<file path="src/rtl/stack_seq_pkg.sv">
// Shared opcodes, FSM state encoding and defaults for the stack operation sequencer.
// Optional feature: define STACK_SEQ_MUL_EN to turn opcode 7 into MUL (otherwise NOP).
package stack_seq_pkg;

   localparam int DATA_W_DEF = 8;
   localparam int DEPTH_DEF  = 256;

   localparam logic [2:0] OP_PUSH = 3'd0;
   localparam logic [2:0] OP_POP  = 3'd1;
   localparam logic [2:0] OP_TOP  = 3'd2;
   localparam logic [2:0] OP_ADD  = 3'd3;
   localparam logic [2:0] OP_SUB  = 3'd4;
   localparam logic [2:0] OP_AND  = 3'd5;
   localparam logic [2:0] OP_NOT  = 3'd6;
   localparam logic [2:0] OP_MUL  = 3'd7;

`ifdef STACK_SEQ_MUL_EN
   localparam bit MUL_EN = 1'b1;
`else
   localparam bit MUL_EN = 1'b0;
`endif

   typedef enum logic [2:0] {
      IDLE,
      POP_A,
      POP_B,
      TOS,
      CALC,
      PUSH_R,
      ERR
   } state_t;

   // Two-operand opcodes: these pop twice before the ALU step.
   function automatic logic is_binary(input logic [2:0] op);
      return (op == OP_ADD) || (op == OP_SUB) || (op == OP_AND) ||
             (MUL_EN && (op == OP_MUL));
   endfunction

endpackage

</file>
<file path="src/rtl/stack_seq_alu.sv">
// Combinational ALU for the stack sequencer; a is the former top of stack, b the entry below.
// MUL is only present when STACK_SEQ_MUL_EN is defined.
module stack_seq_alu
   import stack_seq_pkg::*;
#(
   parameter int DATA_W = DATA_W_DEF
) (
   input  logic [2:0]        op,
   input  logic [DATA_W-1:0] a,
   input  logic [DATA_W-1:0] b,
   output logic [DATA_W-1:0] y
);

   always_comb begin
      y = '0;
      case (op)
         OP_ADD:  y = b + a;
         OP_SUB:  y = b - a;
         OP_AND:  y = b & a;
         OP_NOT:  y = ~a;
`ifdef STACK_SEQ_MUL_EN
         OP_MUL:  y = b * a;
`endif
         default: y = '0;
      endcase
   end

endmodule

</file>
<file path="src/rtl/stack_op_sequencer.sv">
// Command sequencer driving an external registered-read stack through push/pop/tos strobes.
// Define STACK_SEQ_MUL_EN to enable opcode 7 as MUL; the default build treats it as NOP.
module stack_op_sequencer
   import stack_seq_pkg::*;
#(
   parameter int DATA_W = DATA_W_DEF,
   parameter int DEPTH  = DEPTH_DEF
) (
   input  logic              clk,
   input  logic              rst,
   input  logic              cmd_valid,
   output logic              cmd_ready,
   input  logic [2:0]        cmd_op,
   input  logic [DATA_W-1:0] cmd_imm,
   output logic              stk_push,
   output logic              stk_pop,
   output logic              stk_tos,
   output logic [DATA_W-1:0] stk_din,
   input  logic [DATA_W-1:0] stk_dout,
   output logic              res_valid,
   output logic [DATA_W-1:0] res_data,
   output logic              err_under,
   output logic              err_over,
   output logic [8:0]        depth
);

   localparam logic [8:0] DEPTH_L = 9'(DEPTH);

   state_t            state_q, state_d;
   logic [2:0]        op_q;
   logic [DATA_W-1:0] imm_q;
   logic [DATA_W-1:0] a_q;
   logic [DATA_W-1:0] res_q;
   logic              err_over_q;
   logic [8:0]        depth_q;

   logic [DATA_W-1:0] alu_a;
   logic [DATA_W-1:0] alu_y;
   logic [DATA_W-1:0] push_val;
   logic              pass_thru;

   // NOT has only one operand, taken straight from the stack read port.
   assign alu_a     = (op_q == OP_NOT) ? stk_dout : a_q;
   assign pass_thru = (op_q == OP_POP) || (op_q == OP_TOP);
   assign push_val  = (op_q == OP_PUSH) ? imm_q : res_q;
   assign depth     = depth_q;

   stack_seq_alu #(.DATA_W(DATA_W)) u_alu (
      .op (op_q),
      .a  (alu_a),
      .b  (stk_dout),
      .y  (alu_y)
   );

   always_comb begin
      state_d   = state_q;
      cmd_ready = 1'b0;
      stk_push  = 1'b0;
      stk_pop   = 1'b0;
      stk_tos   = 1'b0;
      stk_din   = push_val;
      res_valid = 1'b0;
      res_data  = res_q;
      err_under = 1'b0;
      err_over  = 1'b0;
      case (state_q)
         IDLE: begin
            cmd_ready = 1'b1;
            if (cmd_valid) begin
               case (cmd_op)
                  OP_PUSH:        state_d = (depth_q < DEPTH_L) ? PUSH_R : ERR;
                  OP_POP, OP_NOT: state_d = (depth_q >= 9'd1) ? POP_A : ERR;
                  OP_TOP:         state_d = (depth_q >= 9'd1) ? TOS : ERR;
                  default: begin
                     if (is_binary(cmd_op))
                        state_d = (depth_q >= 9'd2) ? POP_A : ERR;
                     else
                        state_d = IDLE;
                  end
               endcase
            end
         end
         POP_A: begin
            stk_pop = 1'b1;
            state_d = is_binary(op_q) ? POP_B : CALC;
         end
         POP_B: begin
            stk_pop = 1'b1;
            state_d = CALC;
         end
         TOS: begin
            stk_tos = 1'b1;
            state_d = CALC;
         end
         CALC: begin
            if (pass_thru) begin
               res_valid = 1'b1;
               res_data  = stk_dout;
               state_d   = IDLE;
            end else begin
               state_d   = PUSH_R;
            end
         end
         PUSH_R: begin
            stk_push  = 1'b1;
            res_valid = 1'b1;
            res_data  = push_val;
            state_d   = IDLE;
         end
         ERR: begin
            err_over  = err_over_q;
            err_under = !err_over_q;
            state_d   = IDLE;
         end
         default: state_d = IDLE;
      endcase
   end

   always_ff @(posedge clk or negedge rst) begin
      if (!rst) begin
         state_q    <= IDLE;
         op_q       <= '0;
         imm_q      <= '0;
         a_q        <= '0;
         res_q      <= '0;
         err_over_q <= 1'b0;
         depth_q    <= '0;
      end else begin
         state_q <= state_d;
         if (cmd_ready && cmd_valid) begin
            op_q       <= cmd_op;
            imm_q      <= cmd_imm;
            err_over_q <= (cmd_op == OP_PUSH);
         end
         if (state_q == POP_B)
            a_q <= stk_dout;
         if (state_q == CALC)
            res_q <= pass_thru ? stk_dout : alu_y;
         if (state_q == PUSH_R)
            res_q <= push_val;
         if (stk_push)
            depth_q <= depth_q + 9'd1;
         else if (stk_pop)
            depth_q <= depth_q - 9'd1;
      end
   end

endmodule

</file>
<file path="config.mk">
export PLATFORM = sky130hd
export DESIGN_NAME = stack_op_sequencer
export DESIGN_NICKNAME = d
export VERILOG_FILES = /design/src/rtl/stack_seq_pkg.sv /design/src/rtl/stack_seq_alu.sv /design/src/rtl/stack_op_sequencer.sv
export SDC_FILE = /design/constraint.sdc
export NUM_CORES = 1
export LEC_CHECK = 0
export CAP_MARGIN = 30
export CORE_MARGIN = 1
export CORE_UTILIZATION = 54
export DETAILED_ROUTE_END_ITERATION = 7
export HOLD_SLACK_MARGIN = 0.06
export PLACE_DENSITY = 0.81
export SYNTH_ARGS = -nofsm -noshare
export SYNTH_HDL_FRONTEND = slang
export SYNTH_SLANG_ARGS = --single-unit
export TNS_END_PERCENT = 30
</file>
<file path="constraint.sdc">
create_clock -name clk -period 3 [get_ports clk]
set_clock_uncertainty 0.05 [all_clocks]
set_input_delay 0.6 -clock clk [delete_from_list [all_inputs] [get_ports clk]]
set_output_delay 0.6 -clock clk [all_outputs]
set_load 0.005 [all_outputs]
</file>
## After elaboration in Yosys (flattened, before gate mapping)

Index checks and enable logic that the tools add are counted.

| cells by class | value |
|---|---|
| add/subtract/negate cells | 4 |
| multipliers | 0 |
| divide/modulo/power cells | 0 |
| order comparisons | 3 |
| eq/ne operators | 19 |
| shift-type cells | 0 |
| muxes and demuxes | 28 |
| bitwise logic cells | 2 |
| reductions and logical operators | 15 |

Operators with widths:

| kind | count |
|---|---|
| two-way mux 8 bit | 6 |
| one-hot mux 8 bit (4 select lines) | 1 |
| equality test 3 bit (second input constant) | 9 |
| two-way mux 3 bit | 7 |
| equality test 3 x 2 -> 1 bit (second input constant) | 6 |
| two-way mux 9 bit | 2 |
| one-hot mux 8 bit (2 select lines) | 1 |
| one-hot mux 3 bit (4 select lines) | 1 |
| adder 9 x 1 -> 9 bit (second input constant) | 1 |
| equality test 3 x 1 -> 1 bit (second input constant) | 3 |
| >= comparator 9 x 1 -> 1 bit (second input constant) | 1 |
| >= comparator 9 x 2 -> 1 bit (second input constant) | 1 |
| logical NOT 3 bit | 3 |
| less-than comparator 9 bit (second input constant) | 1 |
| one-hot mux 3 bit (3 select lines) | 1 |
| subtractor 9 x 1 -> 9 bit (second input constant) | 1 |
| adder 8 bit | 1 |
| bitwise AND 8 bit | 1 |
| inverter 8 bit | 1 |
| subtractor 8 bit | 1 |
| two-way mux 1 bit | 7 |
| OR reduction 2 bit | 3 |
| logical OR 1 bit | 5 |
| nonzero test 2 bit | 2 |
| 5 further kinds | 5 |

| word-level totals | value |
|---|---|
| bits in registers | 40 |
| latch bits | 0 |
| RAM bits | 0 |
| memory bits (read-only) | 0 |
| input bits | 22 |
| output and inout port bits | 32 |
| logic and storage cells | 78 |
| memories kept | 0 |

## Logic depth before layout (Yosys ltp)

Gate-level depths: netlist (run 1).

| depth | value |
|---|---|
| word-level depth | 7 |
| depth in mapped cells | 14 |
| depth with buffers taken out | 13 |

## Hierarchy

Synthesis (run 1) repeated with hierarchy kept, for this count alone.

| second synthesis, totals | value |
|---|---|
| cell total of the unflattened synthesis | 324 |
| area total of the unflattened synthesis | 3,161.8 µm² |

Modules (own cells, without submodules):

| module | instances | cells each | area an instance (µm²) | sequential area each (µm²) |
|---|---|---|---|---|
| stack_op_sequencer | 1 | 219 | 2,393.5 | 1,001.0 |
| stack_seq_alu | 1 | 105 | 768.2 | 0.0 |

## Least setup slack after synthesis (run 1)

Ideal clock, no wire load.

| path | value |
|---|---|
| path kind | input-to-reg |
| start | input stk_dout[0] |
| end | register res_q[7] |
| library setup time | 0.142 ns |
| arrival time | 2.831 ns |
| data required time | 2.808 ns |
| path slack | -0.023 ns |
| stages | 11 |
| buffers on the path | 1 |
| path through | clkbuf_1 -> or4_1 -> or3_1 -> o211ai_1 -> o21ai_0 -> xor2_1 -> ha_1 -> o21ai_0 -> o21bai_1 -> xor2_1 -> o221ai_1 |

| between the ends | value |
|---|---|
| longest elaborated chain between the ends | 6 |

Ends and longest elaborated chain:

| element | line | text |
|---|---|---|
| start, declared | stack_op_sequencer.sv:19 | `input logic [DATA_W-1:0] stk_dout,` |
| two-way mux 8 bit | stack_op_sequencer.sv:43 | `assign alu_a = (op_q == OP_NOT) ? stk_dout : a_q;` |
| subtractor 8 bit or adder 8 bit (tied branches) | stack_seq_alu.sv:18, stack_seq_alu.sv:17 |  |
| one-hot mux 8 bit (4 select lines) (*) | stack_seq_alu.sv:16 | `case (op)` |
| two-way mux 8 bit (*) | stack_op_sequencer.sv:138 | `res_q <= pass_thru ? stk_dout : alu_y;` |
| two-way mux 8 bit (*) | stack_op_sequencer.sv:137 | `if (state_q == CALC)` |
| two-way mux 8 bit (*) | stack_op_sequencer.sv:139 | `if (state_q == PUSH_R)` |
| end signal, assigned | stack_op_sequencer.sv:138 |  |
| end signal, assigned | stack_op_sequencer.sv:140 | `res_q <= push_val;` |
| end, declared | stack_op_sequencer.sv:33 | `logic [DATA_W-1:0] res_q;` |

Mark *: on every way between the ends. The rest lies on a longest branch, timed or not. The select of a mux whose other input is x is not followed.
A chain may end at the register's enable or synchronous reset.

## Worst setup path in the final report (run 1)

| path | value |
|---|---|
| start | register op_q[0] |
| end | output res_data[7] |

| between the ends | value |
|---|---|
| longest elaborated chain between the ends | 4 |

Ends and longest elaborated chain:

| element | line | text |
|---|---|---|
| start, declared | stack_op_sequencer.sv:30 | `logic [2:0] op_q;` |
| start signal, assigned | stack_op_sequencer.sv:131 | `op_q <= cmd_op;` |
| equality test 3 x 1 -> 1 bit or equality test 3 x 2 -> 1 bit (tied branches) | stack_op_sequencer.sv:44 | `assign pass_thru = (op_q == OP_POP) \|\| (op_q == OP_TOP);` |
| logical OR 1 bit | stack_op_sequencer.sv:44 |  |
| two-way mux 8 bit | stack_op_sequencer.sv:96 | `if (pass_thru) begin` |
| one-hot mux 8 bit (2 select lines) (*) | stack_op_sequencer.sv:66 | `case (state_q)` |
| end, declared | stack_op_sequencer.sv:21 | `output logic [DATA_W-1:0] res_data,` |

Mark *: on every way between the ends. The rest lies on a longest branch, timed or not.

==> flow_metrics.py, run 1 <==
metrics = {
    "logic_synthesis": {
        "synth_flop_cell": "dfrtp_1",
        "ys_top_cells_by_area": "dfrtp_1 (32%), mux2_2 (10%), o21ai_0 (5.5%), nand2_1 (5.2%), ha_1 (4.4%)",
        "yosys.cell_types.count": 48,
        "synth_edf_count": 0,
        "netlist.area_leader.share_pct": 32.3,
        "synth_area_per_cell_um2": 8.37,
        "ys_ff_latch": 40,
        "async_flop_share_pct": 100,
        "synth_common_cells": "nand2_1 (43), dfrtp_1 (40), nor2_1 (34), o21ai_0 (34), mux2_2 (28)",
        "synth_area_um2": 3100,
        "synth_cells": 370,
        "synth.most_common_cell": "nand2_1",
        "synth.net_count": 404,
        "yosys.area.top_type": "dfrtp_1",
        "ys_warn_count": 0,
        "seq_area_frac_synth_pct": 32.3,
    },
    "timing": {
        "tightest_slew_ns": 0.907,
        "layout_setup_ws_ns": 0.0240,
        "setup_viol": 0,
        "period_needed_ns": 2.98,
        "finalHoldViolCount": 0,
        "setup_tns_ns": 0,
        "rsz0062_at_grt": "true",
        "finalCritPeriodShare_pct": 99.2,
        "drv_slew": 0,
        "slew_headroom_pct": 39.5,
        "max_freq_mhz": 336,
    },
    "cts": {
        "htreeDepth": 2,
        "cts_tree": "built",
        "clockBufferDepth": 2,
        "cts.sinks": 40,
        "cts_hold_buffers": 0,
        "path_clk_slew_ns": 0.09,
        "cts_inserted_buffers": 5,
        "clk_latency_ns": 0.31,
        "clock-root-buffer": "clkbuf_8",
    },
    "pwr": {
        "internal-power_mw": 3.13,
        "p_clk_share_pct": 8.6,
        "power_switching_mw": 2.47,
        "p_seq_share_pct": 21.5,
        "powerDensity_nw_per_um2": 1350,
        "p_comb_share_pct": 69.9,
        "vdd_drop_max_mv": 0.633,
        "p_leak_nw": 1.86,
        "p_sw_share_pct": 44.1,
    },
    "layout": {
        "fillers": 387,
        "regArea_um2": 1010,
        "multiInputGateArea_um2": 2030,
        "utilization_pct": 75.5,
        "fin_nets": 484,
        "layout-drive-gt1-share_pct": 22.8,
        "area_growth_pct": 34.2,
        "n_antenna_cell": 0,
    },
    "die": {
        "die_y_um": 77.7,
        "die_x_um": 77.7,
        "io_pins": 54,
        "core_um2": 5510,
        "die_area_um2": 6040,
        "rows": 27,
        "initial_core_util_pct": 56.2,
    },
    "drt": {
        "drc": 0,
        "wl_per_cell_um": 16.6,
        "drtPass1Iterations": 5,
        "vias_per_cell": 5.91,
        "vias": 3092,
        "wirelength_mm": 8.67,
        "drtAntennaViolNets": 0,
        "first_iter_violations": 260,
    },
    "global_routing": {
        "grt_pass1_vias": 3034,
        "grt_pass1_wl_mm": 14.4,
        "grt_max_degree": 41,
        "grt_usage_pct": 30.5,
        "grt_antenna_before_repair": 0,
        "gr-total-overflow": 0,
    },
    "worst_setup_path": {
        "path_class": "flop to output port",
        "r2r_cells": 14,
        "regToRegStartpoint": "op_q[2]",
        "r2r_slack_ns": 0.13,
        "endpoint_kind": "output port",
        "crit_path_max_fanout": 8,
        "r2r-end": "res_q[5]",
        "crit_arrival_ns": 2.33,
        "cp.required_ns": 2.35,
        "setup.worst_path.start_class": "flop",
    },
    "hold_path": {
        "hp-class": "input port to asynchronous set/reset pin",
    },
    "run_status": {
        "status": "finished, final reports clean",
    },
    "job": {
        "drv_cap": 0,
    },
    "placed_design": {
        "post-place-ws_ns": -0.381,
        "dp_hpwl_mm": 6.47,
        "portBuffers": 53,
        "place_congestion": 0.942,
    },
}
==> worst max-delay path: stages (launching register included) <==
cell and delay, ns:
dfrtp_2 0.47, nor3_4 0.24, buf_6 0.17, mux2_2 0.35
a22oi_2 0.19, o21ai_0 0.13, clkdlybuf4s50_1 0.46
==> power by group through the flow <==
stage / logic [mW] / registers (mW) / clock network [mW]
floorplan: 2.29 / 1.04 / 0
global placement: 3.56 / 1.17 / 0
detailed placement: 3.67 / 1.18 / 0
CTS: 3.71 / 1.18 / 0.479
global route: 4.29 / 1.25 / 0.500
finish: 3.91 / 1.21 / 0.479
==> routing by layer <==
layer  share of wire, %  global-route usage, %  up-vias
li1                   -                      -     1488
met1                 46                   40.7     1490
met2                 48                   50.5      100
met3                4.3                   3.76       14
met4                1.6                   10.9        0
met5                  0                      0        -
==> final cells by class <==
class	instances	share of cell area (%)
Clock inverter	3	1.11
Clock buffer	5	1.66
Inverter	13	1.17
Multi-Input combinational cell	296	48.9
Sequential cell	40	24.2
Tap cell	72	2.17
Timing Repair Buffer	94	20.8
==> through the flow <==
stage	hold WS, ns	power (mW)	instance area [um^2]	cells
after global placement	0.441	4.73	3920	514
final	0.360	5.59	4160	523
after detailed placement	0.446	4.85	3920	514
after global routing	0.444	6.04	4160	523
after floorplan	0.254	3.32	3100	370
after CTS	0.404	5.37	4050	522
==> cells by family after synthesis <==
group	count (synthesis)	share of synthesized area (%)
AND/OR/NAND/NOR	124	18.9
AO/OA/AOI/OAI	105	20.9
flip-flops	40	32.3
multiplexers	36	12.8
buffers and inverters	34	4.57
XOR/XNOR	19	5.38
adder cells (fa/ha/maj)	12	5.09
==> cells in the final DEF, fill, tap and decap left out, types with 3 or more instances in the layout <==
cell type         n
a21oi_1          25
a22o_1            3
a22oi_1           7
a22oi_2           3
a31oi_1           3
and3_1            3
buf_4            38
buf_6             3
clkbuf_8          5
clkdlybuf4s50_1  44
dfrtp_1          36
dfrtp_2           4
dlymetal6s2s_1    8
ha_1             11
inv_1            12
mux2_2           28
mux2i_1           8
nand2_1          43
nand2b_1          6
nand3_1           6
nand4_1           3
nor2_1           31
nor2b_1           5
nor3_1            6
nor4_1            5
o21a_1            3
o21ai_0          30
o21ai_1           3
o221ai_1          4
o22ai_1           5
or3_1             3
xnor2_1           8
xor2_1           11
==> worst max-delay path by stage <==
stage / from / end / slack, ns / depth (start not counted)
floorplan: stk_dout[0] / res_q[7] / 0.005 / 11
global placement: stk_dout[3] / res_q[7] / -0.35 / 12
detailed placement: stk_dout[0] / res_q[7] / -0.38 / 12
CTS: op_q[2] / res_data[1] / -0.06 / 6
global route: op_q[2] / res_q[5] / -0.07 / 14
finish: op_q[0] / res_data[7] / 0.02 / 6
==> timing repair <==
action | CTS | global route
resized for setup | 5 | 30
setup buffers | 0 | 1
pin swaps | 3 | 13
setup endpoints to repair | 11 | 16
==> state kept, by name, indices dropped and copies added (netlist names) <==
| signal | flops |
|---|---|
| depth | 9 |
| a_q | 8 |
| imm_q | 8 |
| res_q | 8 |
| op_q | 3 |
| state_q | 3 |
| err_over_q | 1 |
Note: power is estimated with default switching activity, not from simulation.
==> inputs of run 2 (changes only) <==
--- a/config.mk
+++ b/config.mk
@@ -6,7 +6,6 @@
 export NUM_CORES = 1
 export LEC_CHECK = 0
 export CAP_MARGIN = 30
-export CORE_MARGIN = 1
 export CORE_UTILIZATION = 54
 export DETAILED_ROUTE_END_ITERATION = 7
 export HOLD_SLACK_MARGIN = 0.06
==> results of run 2 <==
The final DEF is identical to that of run 1; final timing and power are the same.
==> inputs of run 3 (changes only) <==
--- a/config.mk
+++ b/config.mk
@@ -5,12 +5,14 @@
 export SDC_FILE = /design/constraint.sdc
 export NUM_CORES = 1
 export LEC_CHECK = 0
-export CAP_MARGIN = 30
+export CAP_MARGIN = 40
+export CORE_MARGIN = 8
 export CORE_UTILIZATION = 54
 export DETAILED_ROUTE_END_ITERATION = 7
 export HOLD_SLACK_MARGIN = 0.06
 export PLACE_DENSITY = 0.81
 export SYNTH_ARGS = -nofsm -noshare
 export SYNTH_HDL_FRONTEND = slang
+export SYNTH_HIERARCHICAL = 1
 export SYNTH_SLANG_ARGS = --single-unit
 export TNS_END_PERCENT = 30
==> run 3 against run 2 <==
Effect of this change: the run now ends with negative setup slack left; critical path depth up 7; largest cell class unchanged; wire length up 8.8%; power up 12%; die area is 42% higher.
==> flow_metrics.py, run 3 <==
metrics = {
    "timing": {
        "setup_viol": 13,
        "slew_headroom_pct": 62.3,
        "max_freq_mhz": 315,
        "layout_setup_ws_ns": -0.176,
        "period_needed_ns": 3.18,
        "finalHoldViolCount": 0,
        "rsz0062_at_grt": "true",
        "tightest_slew_ns": 0.561,
        "drv_slew": 0,
        "finalCritPeriodShare_pct": 106,
    },
    "worst_setup_path": {
        "endpoint_kind": "flop",
        "r2r_cells": 13,
        "crit_arrival_ns": 3.32,
        "regToRegStartpoint": "op_q[0]",
        "critPathCapture": "res_q[7]",
        "r2r_slack_ns": -0.18,
        "path_class": "flop to flop",
        "crit_path_max_fanout": 8,
        "r2r-end": "res_q[7]",
        "cp.required_ns": 3.15,
        "crit_path_start": "op_q[0]",
        "setup.worst_path.start_class": "flop",
    },
    "run_status": {
        "violations": "negative setup slack",
        "status": "finished with violations",
    },
    "cts": {
        "clock-root-buffer": "clkbuf_8",
        "clockBufferDepth": 2,
        "clk_latency_ns": 0.31,
        "htreeDepth": 2,
        "cts_hold_buffers": 0,
        "cts_inserted_buffers": 5,
        "cts.sinks": 40,
        "path_clk_slew_ns": 0.09,
        "cts_tree": "built",
    },
    "die": {
        "core_um2": 5780,
        "rows": 28,
        "die_x_um": 92.5,
        "die_y_um": 92.5,
        "initial_core_util_pct": 54.7,
        "io_pins": 54,
        "die_area_um2": 8560,
    },
    "drt": {
        "vias": 3003,
        "first_iter_violations": 260,
        "drtPass1Iterations": 5,
        "drc": 0,
        "wirelength_mm": 9.44,
        "drtAntennaViolNets": 0,
        "vias_per_cell": 6.20,
        "wl_per_cell_um": 19.5,
    },
    "logic_synthesis": {
        "netlist.area_leader.share_pct": 31.7,
        "synth_area_per_cell_um2": 9.76,
        "ys_warn_count": 6,
        "yosys.area.top_type": "dfrtp_1",
        "ys_top_cells_by_area": "dfrtp_1 (32%), mux2_1 (10%), ha_1 (4.7%), a22o_1 (3.9%), xnor2_1 (3.9%)",
        "synth_flop_cell": "dfrtp_1",
        "synth_area_um2": 3160,
        "seq_area_frac_synth_pct": 31.7,
        "yosys.cell_types.count": 59,
        "ys_ff_latch": 40,
        "synth.most_common_cell": "dfrtp_1",
        "synth_cells": 324,
        "synth_edf_count": 0,
        "synth.net_count": 359,
        "synth_common_cells": "dfrtp_1 (40), mux2_1 (28), a22o_1 (14), nand2_1 (14), xnor2_1 (14)",
        "async_flop_share_pct": 100,
    },
    "placed_design": {
        "post_dp_cell_area_um2": 4030,
        "portBuffers": 53,
        "dp_hpwl_mm": 6.75,
        "place_congestion": 0.854,
    },
    "pwr": {
        "p_comb_share_pct": 75.6,
        "p_total_mw": 6.28,
        "vdd_drop_max_mv": 0.814,
        "p_clk_share_pct": 7.5,
        "p_seq_share_pct": 16.9,
        "powerDensity_nw_per_um2": 1460,
        "p_sw_share_pct": 43.7,
        "p_leak_nw": 1.89,
        "internal-power_mw": 3.54,
        "power_switching_mw": 2.74,
    },
    "job": {
        "drv_cap": 0,
    },
    "layout": {
        "layout-drive-gt1-share_pct": 25.2,
        "final_common_cell": "clkdlybuf4s50_1",
        "finish.instance_area_um2": 4310,
        "n_antenna_cell": 0,
        "largest_reg_flops": 9,
        "fin_nets": 443,
        "final_cell_mix": "clkdlybuf4s50_1 (52), buf_4 (41), dfrtp_1 (40), mux2_1 (22)",
        "area_growth_pct": 36.2,
    },
    "global_routing": {
        "grt_usage_pct": 22.4,
        "gr-total-overflow": 0,
        "grt_pass1_wl_mm": 15.4,
        "grt_max_degree": 24,
        "grt_pass1_vias": 3101,
        "grt_antenna_before_repair": 0,
    },
    "hold_path": {
        "hp-class": "input port to asynchronous set/reset pin",
    },
}
==> run 3: cell types whose count changed after synthesis, sizes merged, moves of 6 or more <==
cell,previous run,this run
a21o,0,11
a21oi,27,10
a221o,1,9
a22o,3,14
a22oi,10,4
mux2,28,37
nand2,44,14
nor2,34,13
o21ai,34,10
xnor2,8,14
==> run 3: through the flow <==
step	util (%)	std cells	worst slack (ns)	TNS (ns)	hold slack, ns
final	74.5	484	-0.176	-1.61	0.211
after global placement	69.2	472	-0.378	-2.07	0.412
after detailed placement	69.7	473	-0.478	-2.69	0.423
after CTS	72.4	481	-0.154	-1.53	0.222
after floorplan	-	324	-0.326	-1.20	0.254
after global routing	74.5	484	-0.351	-3.26	0.252
==> run 3: cell type report <==
type                       count  area, um^2
fill                         398        1470
clock inverter                 3        46.3
sequential                    40        1000
clock buffer                   5        68.8
multi-input combinational    250        2150
tap                           75        93.8
inverter                      13        51.3
timing repair buffer          98         895
==> run 3: routing by layer <==
metal	wire [um]	up-vias	GRT usage, %	part of all wire [%]
met2	4590	140	37.6	49
met5	0	-	0	0
met1	3900	1467	27.5	41
met3	775	14	5.50	8.2
li1	-	1382	-	-
met4	174	0	7.11	1.8
==> run 3: cell families (layout without fill, tap and decap cells) <==
family          after synthesis  in the layout  share of synthesized area (%)
compound gates               86             86                           20.3
xor+xnor                     21             21                           5.82
fa+ha+maj                    13             13                           5.38
buf+inv                      34            119                           5.50
flops                        40             40                           31.7
mux                          40             40                           14.1
simple gates                 90             90                           17.2
==> run 3: worst min path at each step <==
stage	start	end	depth (start not counted)	slack [ns]
2_1_floorplan	rst	a_q[0]	0	0.25
3_3_place_gp	a_q[5]	a_q[5]	1	0.41
3_5_place_dp	a_q[5]	a_q[5]	1	0.42
4_1_cts	rst	a_q[4]	1	0.22
5_1_grt	rst	depth[0]	1	0.25
6_report	rst	depth[0]	1	0.21
==> run 3: power by group through the flow <==
stage | sequential, mW | clock (mW) | combinational (mW)
6_report | 1.06 | 0.470 | 4.75
5_1_grt | 1.10 | 0.489 | 5.13
4_1_cts | 1.05 | 0.476 | 4.24
3_5_place_dp | 1.05 | 0 | 4.11
3_3_place_gp | 1.04 | 0 | 4.00
2_1_floorplan | 0.985 | 0 | 2.72
==> run 3: timing repair <==
item                       4_1_cts  5_1_grt
resized for setup                8       21
hold endpoints to repair         0        0
pin swaps                        1       28
setup endpoints to repair       15       16
setup buffers                    0        3
==> run 3: critical path, cell delays in order (launching register included) <==
cell and delay [ns]:
dfrtp_1 0.39, nand3b_1 0.18, buf_6 0.17, mux2_4 0.33
nor4_4 0.31, a21oi_2 0.10, xnor2_1 0.14, ha_1 0.34
buf_4 0.17, a21oi_2 0.15, and3b_1 0.22, xnor2_1 0.13
o21ai_1 0.09, a221o_1 0.30
